`src/rtl/shift_right.sv`:
```
// Combinational right shift by SHIFT bits with PAD_VALUE filling the vacated MSBs.
// Mirror of shift_left; SHIFT == WIDTH yields an all-pad word.
module shift_right #(
  parameter int   WIDTH     = 8,
  parameter int   SHIFT     = 1,
  parameter logic PAD_VALUE = 1'b0
) (
  input  logic [WIDTH-1:0] din,
  output logic [WIDTH-1:0] dout
);

  localparam logic [WIDTH-1:0] ONES     = '1;
  // Ones in the top SHIFT positions only when padding with 1.
  localparam logic [WIDTH-1:0] PAD_MASK = PAD_VALUE ? ~(ONES >> SHIFT) : '0;

  assign dout = (din >> SHIFT) | PAD_MASK;

endmodule

```
`src/rtl/shift_right_serializer.sv`:
```
// Parallel-to-serial converter: loads a WIDTH-bit word and emits it LSB-first
// in SHIFT-bit beats over a valid/ready stream, one IDLE cycle between words.
module shift_right_serializer #(
  parameter int   WIDTH     = 8,
  parameter int   SHIFT     = 1,
  parameter logic PAD_VALUE = 1'b0
) (
  input  logic             clock,
  input  logic             reset,
  input  logic [WIDTH-1:0] parallel_data,
  input  logic             parallel_valid,
  output logic             parallel_ready,
  output logic [SHIFT-1:0] serial_data,
  output logic             serial_valid,
  input  logic             serial_ready,
  output logic             busy
);

  if (WIDTH < 1 || SHIFT < 1 || SHIFT > WIDTH || (WIDTH % SHIFT) != 0) begin : g_bad_params
    $error("shift_right_serializer: illegal WIDTH/SHIFT combination");
  end

  localparam int BEATS = WIDTH / SHIFT;
  localparam int CW    = $clog2(BEATS + 1);

  typedef enum logic {IDLE = 1'b0, SHIFTING = 1'b1} state_e;

  state_e           state_q, state_d;
  logic [WIDTH-1:0] sreg_q, sreg_d, sreg_shifted;
  logic [CW-1:0]    cnt_q, cnt_d;

  shift_right #(
    .WIDTH    (WIDTH),
    .SHIFT    (SHIFT),
    .PAD_VALUE(PAD_VALUE)
  ) u_shift (
    .din (sreg_q),
    .dout(sreg_shifted)
  );

  always_ff @(posedge clock) begin
    if (reset) begin
      state_q <= IDLE;
      sreg_q  <= {WIDTH{PAD_VALUE}};
      cnt_q   <= '0;
    end else begin
      state_q <= state_d;
      sreg_q  <= sreg_d;
      cnt_q   <= cnt_d;
    end
  end

  always_comb begin
    state_d = state_q;
    sreg_d  = sreg_q;
    cnt_d   = cnt_q;
    case (state_q)
      IDLE: begin
        if (parallel_valid) begin
          state_d = SHIFTING;
          sreg_d  = parallel_data;
          cnt_d   = CW'(BEATS);
        end
      end
      SHIFTING: begin
        // Counter only moves on a beat handshake, so it cannot underflow.
        if (serial_ready) begin
          sreg_d = sreg_shifted;
          cnt_d  = cnt_q - CW'(1);
          if (cnt_q == CW'(1)) state_d = IDLE;
        end
      end
      default: state_d = IDLE;
    endcase
  end

  always_comb begin
    parallel_ready = (state_q == IDLE);
    serial_valid   = (state_q == SHIFTING);
    busy           = (state_q == SHIFTING);
    serial_data    = sreg_q[SHIFT-1:0];
  end

endmodule

```
`config.mk`:
```
export PLATFORM = sky130hd
export DESIGN_NAME = shift_right_serializer
export DESIGN_NICKNAME = d
export VERILOG_FILES = /design/src/rtl/shift_right.sv /design/src/rtl/shift_right_serializer.sv
export SDC_FILE = /design/constraint.sdc
export NUM_CORES = 1
export LEC_CHECK = 0
export CAP_MARGIN = 20
export CORE_ASPECT_RATIO = 0.8
export CORE_UTILIZATION = 35
export CTS_CLUSTER_SIZE = 8
export DETAILED_ROUTE_END_ITERATION = 8
export SKIP_CTS_REPAIR_TIMING = 1
export SLEW_MARGIN = 15
export SYNTH_ARGS = -nofsm -noshare
export SYNTH_HDL_FRONTEND = slang
export SYNTH_SLANG_ARGS = --single-unit
```
`constraint.sdc`:
```
create_clock -name clock -period 1.2 [get_ports clock]
set_input_delay 0.18 -clock clock [delete_from_list [all_inputs] [get_ports clock]]
set_output_delay 0.18 -clock clock [all_outputs]
set_load 0.05 [all_outputs]
```
Word level (Yosys, flattened, before mapping)
Cells that the tools add are included.
{ "classes": {"n_addsub": 1, "eq_ne": 3, "mux": 10, "bitwise_logic": 1, "n_reduce_logical": 1} }
{ "ops": {"columns": ["operator", "count"], "rows": [
  ["two-way mux 8 bit", 2],
  ["one-hot mux 8 bit (2 select lines)", 1],
  ["two-way mux 4 bit", 2],
  ["one-hot mux 4 bit (2 select lines)", 1],
  ["equality test 4 x 1 -> 1 bit (second input constant)", 1],
  ["inequality test 2 bit (second input constant)", 2],
  ["subtractor 4 x 1 -> 4 bit (second input constant)", 1],
  ["two-way mux 1 bit", 3],
  ["one-hot mux 1 bit (2 select lines)", 1],
  ["AND reduction 2 bit", 1],
  ["inverter 1 bit", 1]
]} }
{ "totals": {"reg_bits": 13, "inputBits": 12, "out_inout_bits": 4, "wordCells": 19} }

Depth between registers and ports, before layout
Gate-level depths: netlist of the first run.
{ "depth": {"word_depth": 4, "mapped_depth": 5, "mapped_depth_nobuf": 5} }

Cells and area by module
Synthesis of the first run repeated with hierarchy kept, for this count alone.
{ "unflattened": {"cells_unflattened": 75, "area_unflattened_um2": 735.7} }
{ "modules_own_cells": {"columns": ["module", "instances", "cells_per_inst", "area_each_um2", "seq_area_each_um2"], "rows": [
  ["shift_right_serializer", 1, 66, 671.9, 260.2],
  ["shift_right", 1, 9, 63.8, 0.0]
]} }

Least setup slack after synthesis of the first run
No wires, ideal clock.
{ "synth_timing": {"path_kind": "register to register", "startpoint": "reg state_q, in the netlist busy", "endpoint": "reg sreg_q[0]", "setup_ns": 0.143, "arrival_ns": 1.476, "required_ns": 1.057, "slack_ns": -0.419, "path_stages_with_launch": 6, "n_path_buf": 2, "synth_period_minus_slack_ns": 1.619, "path_cell_list": "dfxtp_1 buf_6 mux2_4 buf_6 nor2_1 a211oi_2"} }
{ "synth_between": {"elab_chain_cells": 3, "word_cells_on_any_way": 5, "cone_classes": "eq/ne: 2; mux: 1; bitwise: 1; reduce/logical: 1"} }
{ "synth_lines": {"columns": ["item", "line", "text"], "rows": [
  ["from (decl)", "shift_right_serializer.sv:28", "state_e state_q, state_d;"],
  ["from (signal assigned)", "shift_right_serializer.sv:47", "state_q <= state_d;"],
  ["inverter 1 bit", null, null],
  ["inequality test 2 bit (no source line)", null, null],
  ["AND reduction 2 bit (no source line)", null, null],
  ["to (signal assigned)", "shift_right_serializer.sv:44", "sreg_q <= {WIDTH{PAD_VALUE}};"],
  ["to (signal assigned)", "shift_right_serializer.sv:48", "sreg_q <= sreg_d;"],
  ["to (decl)", "shift_right_serializer.sv:29", "logic [WIDTH-1:0] sreg_q, sreg_d, sreg_shifted;"]
]} }
Parallel ways exist; a longest one is shown, timed or not.
A chain may end at the register's enable or synchronous reset.

Final worst setup path of the first run
{ "layout_timing": {"startpoint": "reg state_q, in the netlist busy", "endpoint": "out parallel_ready"} }
{ "layout_between": {"elab_chain_cells": 1} }
{ "layout_lines": {"columns": ["item", "line", "text"], "rows": [
  ["inverter 1 bit", null, null],
  ["to (decl)", "shift_right_serializer.sv:12", "output logic parallel_ready,"]
]} }
No other way between the ends.

==> results of run 1 <==
power by group through the flow:
| stage | combinational [W] | sequential (W) | clock, W |
|---|---|---|---|
| final | 0.000338 | 0.000503 | 0.000271 |
| after detailed placement | 0.000315 | 0.000510 | 0 |
| after global routing | 0.000360 | 0.000508 | 0.000304 |
| after floorplan | 0.000179 | 0.000521 | 0 |
| after global placement | 0.000311 | 0.000509 | 0 |
| after CTS | 0.000316 | 0.000500 | 0.000286 |
flip-flops by register name, summed over array words and instances (netlist names):
register / count
busy: 1
cnt_q: 4
sreg_q: 8
through the flow:
step	worst slack, ps	setup TNS, ps	total power, W
after global placement	-200.6	-1761	0.0008205
after CTS	-169.9	-227.9	0.001102
after detailed placement	-214.1	-1792	0.0008248
after global routing	-82.92	-208.4	0.001172
after floorplan	-127.7	-950.4	0.0006999
final	-47.73	-84.97	0.001112
logic make-up after synthesis:
| logic type | count (synthesis) | share of synthesized area (%) |
|---|---|---|
| fa+ha+maj | 2 | 3.780 |
| mux | 9 | 15.12 |
| buf+inv | 8 | 7.560 |
| compound gates | 12 | 17.39 |
| simple gates | 22 | 16.83 |
| flops | 13 | 39.32 |
per-layer routing:
metal	GRT usage, %	up-vias	part of all wire, %	wire length, um
met5	0	-	0	0
met4	10.42	0	1.5	21
met3	6.667	2	3.0	42
met2	26.33	9	47	659
met1	16.70	264	49	687
li1	-	289	-	-
cell usage in the layout, fill, tap and decap left out, types with 3 or more instances in the layout:
cell type / instances
dfxtp_1: 12
nor3_1: 4
mux2i_1: 7
buf_4: 12
nor2_4: 3
clkbuf_4: 3
buf_12: 5
nor2_1: 5
clkdlybuf4s50_1: 11
a211oi_2: 7
worst max-delay path: cells and delay by family (launching register included):
kind,cells,cell delay (ps)
DFF,1,390
buffers and inverters,3,390
worst paths after layout:
check	endpoint	depth (start not counted)	startpoint	slack (ps)
hold reg to reg	sreg_q[7]$_SDFFE_PP0P_	2	sreg_q[7]$_SDFFE_PP0P_	500
setup reg to reg	sreg_q[1]$_SDFFE_PP0P_	3	busy$_SDFF_PP0_	10
setup / recovery	parallel_ready	3	busy$_SDFF_PP0_	-50
hold / removal	sreg_q[7]$_SDFFE_PP0P_	3	parallel_data[7]	490
cell type report:
class	count	area (um2)	area share (%)
Timing Repair Buffer	28	300.3	29.63
Clock buffer	4	26.28	2.593
Sequential cell	13	264.0	26.05
Multi-Input combinational cell	45	380.4	37.53
Tap cell	22	27.53	2.716
Inverter	3	15.01	1.481
==> impl_metrics.json, run 1 <==
{
  "outcome": "finished, violations left",
  "violations": "negative setup slack",
  "startpoint_type": "flip-flop",
  "fin_ws_ps": -47.73,
  "finalClockSkew_ps": 0.8689,
  "tightest_slew_ps": 397.9,
  "leakagePower_nw": 0.3989,
  "ys_ff_latch": 13,
  "holdWs_ps": 490.7,
  "synthFlopType": "dfxtp_1",
  "pwr-share-clk_pct": 24.4,
  "critPathMaxStageDelay_ps": 390,
  "clock_sinks": 13,
  "overflow": 0,
  "yosysTopAreaCellShare_pct": 39.32,
  "core-area_mm2": 0.001692,
  "final_cells": 115,
  "synth-edff-count": 0,
  "drt-wirelength-per-cell_um": 12.27,
  "die_y_um": 40.90,
  "max_freq_ghz": 0.8015,
  "num_rows": 13,
  "intPower_w": 0.0007824,
  "crit_fanout": 6,
  "synth_warnings": 0,
  "crit_chain": "buf_12, clkinvlp_4, buf_12",
  "seq_area_frac_synth_pct": 39.32,
  "vias": 564,
  "cts_buffer_depth": 2,
  "viasPerCell": 4.904,
  "peakVddDrop_mv": 0.5948,
  "drive_above_1_share_pct": 38.71,
  "final_antenna_net_count": 0,
  "drt_drc_violations_left": 0,
  "fin_crit_ps": 1248,
  "htree_levels": 1,
  "critPathKind": "flip-flop to output pin",
  "power_switching_w": 0.0003299,
  "hpwl_um": 1010,
  "syn-num-nets": 80,
  "n_antenna_cell": 0,
  "numCtsBuffers": 3,
  "synth_common_cells": "dfxtp_1 (13), nor2_1 (8), a211oi_2 (7), mux2i_1 (7), nor3_1 (4)",
  "port-buffer-count": 15,
  "cts_tree": "yes",
  "slew_violations": 0,
  "path_clk_slew_ps": 80,
  "place.gp.congestion": 0.7906,
  "max-slew-margin-rel_pct": 73.10,
  "comb_power_share_pct": 30.4,
  "die-area_mm2": 0.002070,
  "synth_top_cells_by_area": "dfxtp_1 (39%), a211oi_2 (13%), mux2i_1 (11%)",
  "utilization_pct": 59.91,
  "hold_violations": 0,
  "grt_setup_unrepaired": "true",
  "async_reset_ff_share_pct": 0,
  "grt_pass1_wl_um": 2152,
  "syn_area_um2": 661.9,
  "seq_power_share_pct": 45.2,
  "hp-class": "primary input to flip-flop",
  "syn_inst": 66,
  "filler_cell_count": 160,
  "grt_start_max_net_pins": 12,
  "area.growth.synth_to_final_pct": 53.12,
  "post-synth-top-area-cell": "dfxtp_1",
  "final_nets": 108,
  "cp.arrival_ps": 1070,
  "yosysMostFrequentCell": "dfxtp_1",
  "drv_cap": 0,
  "placed_cell_area_um2": 934.6,
  "setup_viol": 2,
  "post-route-period-util_pct": 104.0,
  "postSynthAreaPerCell_um2": 10.03,
  "synth_cell_types": 24,
  "antenna_found_initial": 0,
  "drt-total-wl_um": 1411,
  "design_area_mm2": 0.001013,
  "p_sw_share_pct": 29.66,
  "drtIter0Drc": 0,
  "required_ps": 1020,
  "dp_cells": 107,
  "critPathSlowestCell": "dfxtp_4",
  "clock-root-buffer": "clkbuf_4",
  "grt.total_usage_pct": 15.60,
  "clock_latency_ps": 270,
  "power.density_mw_per_mm2": 1098,
  "dieWidth_um": 50.62,
  "ios": 16,
  "end_kind": "output pin",
  "grt_pass1_vias": 505,
  "start_util_pct": 39.13,
  "drt_pass1_iterations": 1,
  "crit_top_cell": "buf_12"
}
No activity file was read; power rests on OpenSTA's default activity.
==> run 2, diff against run 1 <==
Settings changed: CAP_MARGIN 20 to unset, CORE_UTILIZATION 35 to 40, PLACE_DENSITY set to 0.69.
==> run 2 against run 1 <==
Clock power hardly changed. Critical path type unchanged. Critical endpoint unchanged. Setup slack worse by 5.7 ps. Via count is 2.3% higher. Global-route usage is 3.0 points higher. Final area is 6.7% higher. Hold slack worse by 15 ps. Maximum frequency is 0.45% lower. Combinational power is 13% higher. The flow still finishes with violations (negative setup slack). Wire length is 13% higher. Utilization is 14 points higher.
==> impl_metrics.json, run 2 (same netlist as run 1, synthesis figures left out) <==
{
  "finalSetupTns_ps": -88.65,
  "cts_tree": "yes",
  "core-area_mm2": 0.001471,
  "post-route-period-util_pct": 104.4,
  "fin_crit_ps": 1253,
  "max-slew-margin-rel_pct": 72.24,
  "final_antenna_net_count": 0,
  "drt-wirelength-per-cell_um": 13.62,
  "start_util_pct": 44.98,
  "final_cells": 117,
  "outcome": "finished, violations left",
  "utilization_pct": 73.47,
  "hpwl_um": 1065,
  "hold_violations": 0,
  "grt_pass1_wl_um": 2221,
  "place.gp.congestion": 0.7919,
  "clock-root-buffer": "clkbuf_4",
  "fin_ws_ps": -53.39,
  "overflow": 0,
  "cts_buffer_depth": 2,
  "finalClockSkew_ps": 5.466,
  "grt_setup_unrepaired": "true",
  "max_freq_ghz": 0.7978,
  "grt_pass1_vias": 520,
  "antenna_found_initial": 0,
  "startpoint_type": "flip-flop",
  "grt_start_max_net_pins": 13,
  "drt_pass1_iterations": 4,
  "drt-total-wl_um": 1594,
  "largest_reg_flops": 8,
  "num_rows": 12,
  "tightest_slew_ps": 410.6,
  "leakagePower_nw": 0.4309,
  "slew_violations": 0,
  "crit_fanout": 6,
  "port-buffer-count": 15,
  "clock_latency_ps": 280,
  "startpoint": "busy$_SDFF_PP0_",
  "end_kind": "output pin",
  "numCtsBuffers": 3,
  "die-area_mm2": 0.001823,
  "setup_viol": 4,
  "final_nets": 111,
  "htree_levels": 1,
  "viasPerCell": 4.932,
  "cp.arrival_ps": 1070,
  "dieWidth_um": 47.48,
  "dp_cells": 106,
  "peakVddDrop_mv": 0.7218,
  "required_ps": 1020,
  "drv_cap": 0,
  "ff2ff_path_depth": 3,
  "area.growth.synth_to_final_pct": 63.33,
  "clock_sinks": 13,
  "r2r_start": "busy$_SDFF_PP0_",
  "grt.total_usage_pct": 18.59,
  "hp-class": "flip-flop to flip-flop",
  "power.density_mw_per_mm2": 1070,
  "ios": 16,
  "top_register": "sreg_q",
  "total_power_w": 0.001157,
  "path_clk_slew_ps": 80,
  "rr_endpoint": "sreg_q[4]$_SDFFE_PP0P_",
  "n_antenna_cell": 0,
  "most-common-layout-cells": "dfxtp_1 (11), clkdlybuf4s50_1 (11), buf_4 (10)",
  "ff2ff_setup_slack_ps": 0,
  "critPathKind": "flip-flop to output pin",
  "drtIter0Drc": 7,
  "vias": 577,
  "die_y_um": 38.39,
  "violations": "negative setup slack",
  "drive_above_1_share_pct": 41.67,
  "crit_end": "parallel_ready",
  "drt_drc_violations_left": 0
}
[run 2: changes by cell type in the layout (fill, tap and decap cells not counted), sizes merged]
cell and delta:
buf +3
[run 2: metrics by stage]
stage / hold slack, ps / setup slack [ps] / cell area, um2
final: 475.5 / -53.39 / 1081
after global routing: 491.9 / -85.97 / 1081
after CTS: 476.2 / -155.2 / 984.7
after detailed placement: 463.4 / -272.4 / 958.4
after global placement: 467.3 / -220.6 / 958.4
after floorplan: 249.4 / -127.7 / 691.9
[run 2: where the power goes]
part | switching (W) | internal, W
Combinational | 0.000166 | 0.000218
Sequential | 0.0000347 | 0.000468
Clock | 0.000142 | 0.000129
[run 2: worst min-delay path by stage]
| stage | slack [ps] | cells past startpoint | end | start |
|---|---|---|---|---|
| floorplan | 250 | 1 | busy$_SDFF_PP0_ | reset |
| global placement | 470 | 2 | sreg_q[7]$_SDFFE_PP0P_ | sreg_q[7]$_SDFFE_PP0P_ |
| detailed placement | 460 | 2 | sreg_q[7]$_SDFFE_PP0P_ | sreg_q[7]$_SDFFE_PP0P_ |
| CTS | 480 | 2 | sreg_q[7]$_SDFFE_PP0P_ | sreg_q[7]$_SDFFE_PP0P_ |
| global route | 490 | 2 | sreg_q[7]$_SDFFE_PP0P_ | sreg_q[7]$_SDFFE_PP0P_ |
| finish | 480 | 2 | sreg_q[7]$_SDFFE_PP0P_ | sreg_q[7]$_SDFFE_PP0P_ |
[run 2: worst max-delay path: stages (launching register included)]
cell and delay, ps:
dfxtp_4 390, buf_12 130, clkinvlp_4 110, buf_12 160
[run 2: routing by layer]
layer	up-vias	share of wire (%)	track usage [%]
met5	-	0	0
met4	0	1.8	8.571
met3	5	4.1	7.075
met2	13	50	29.45
met1	265	44	21.81
li1	294	-	-
[run 2: cell type report]
class	instances	area, um2
clock buffers	4	26.28
fillers	107	390.4
inverters	3	15.01
multi-input cells	45	380.4
flip-flops and latches	13	265.3
well taps	21	26.28
repair buffers	31	367.9
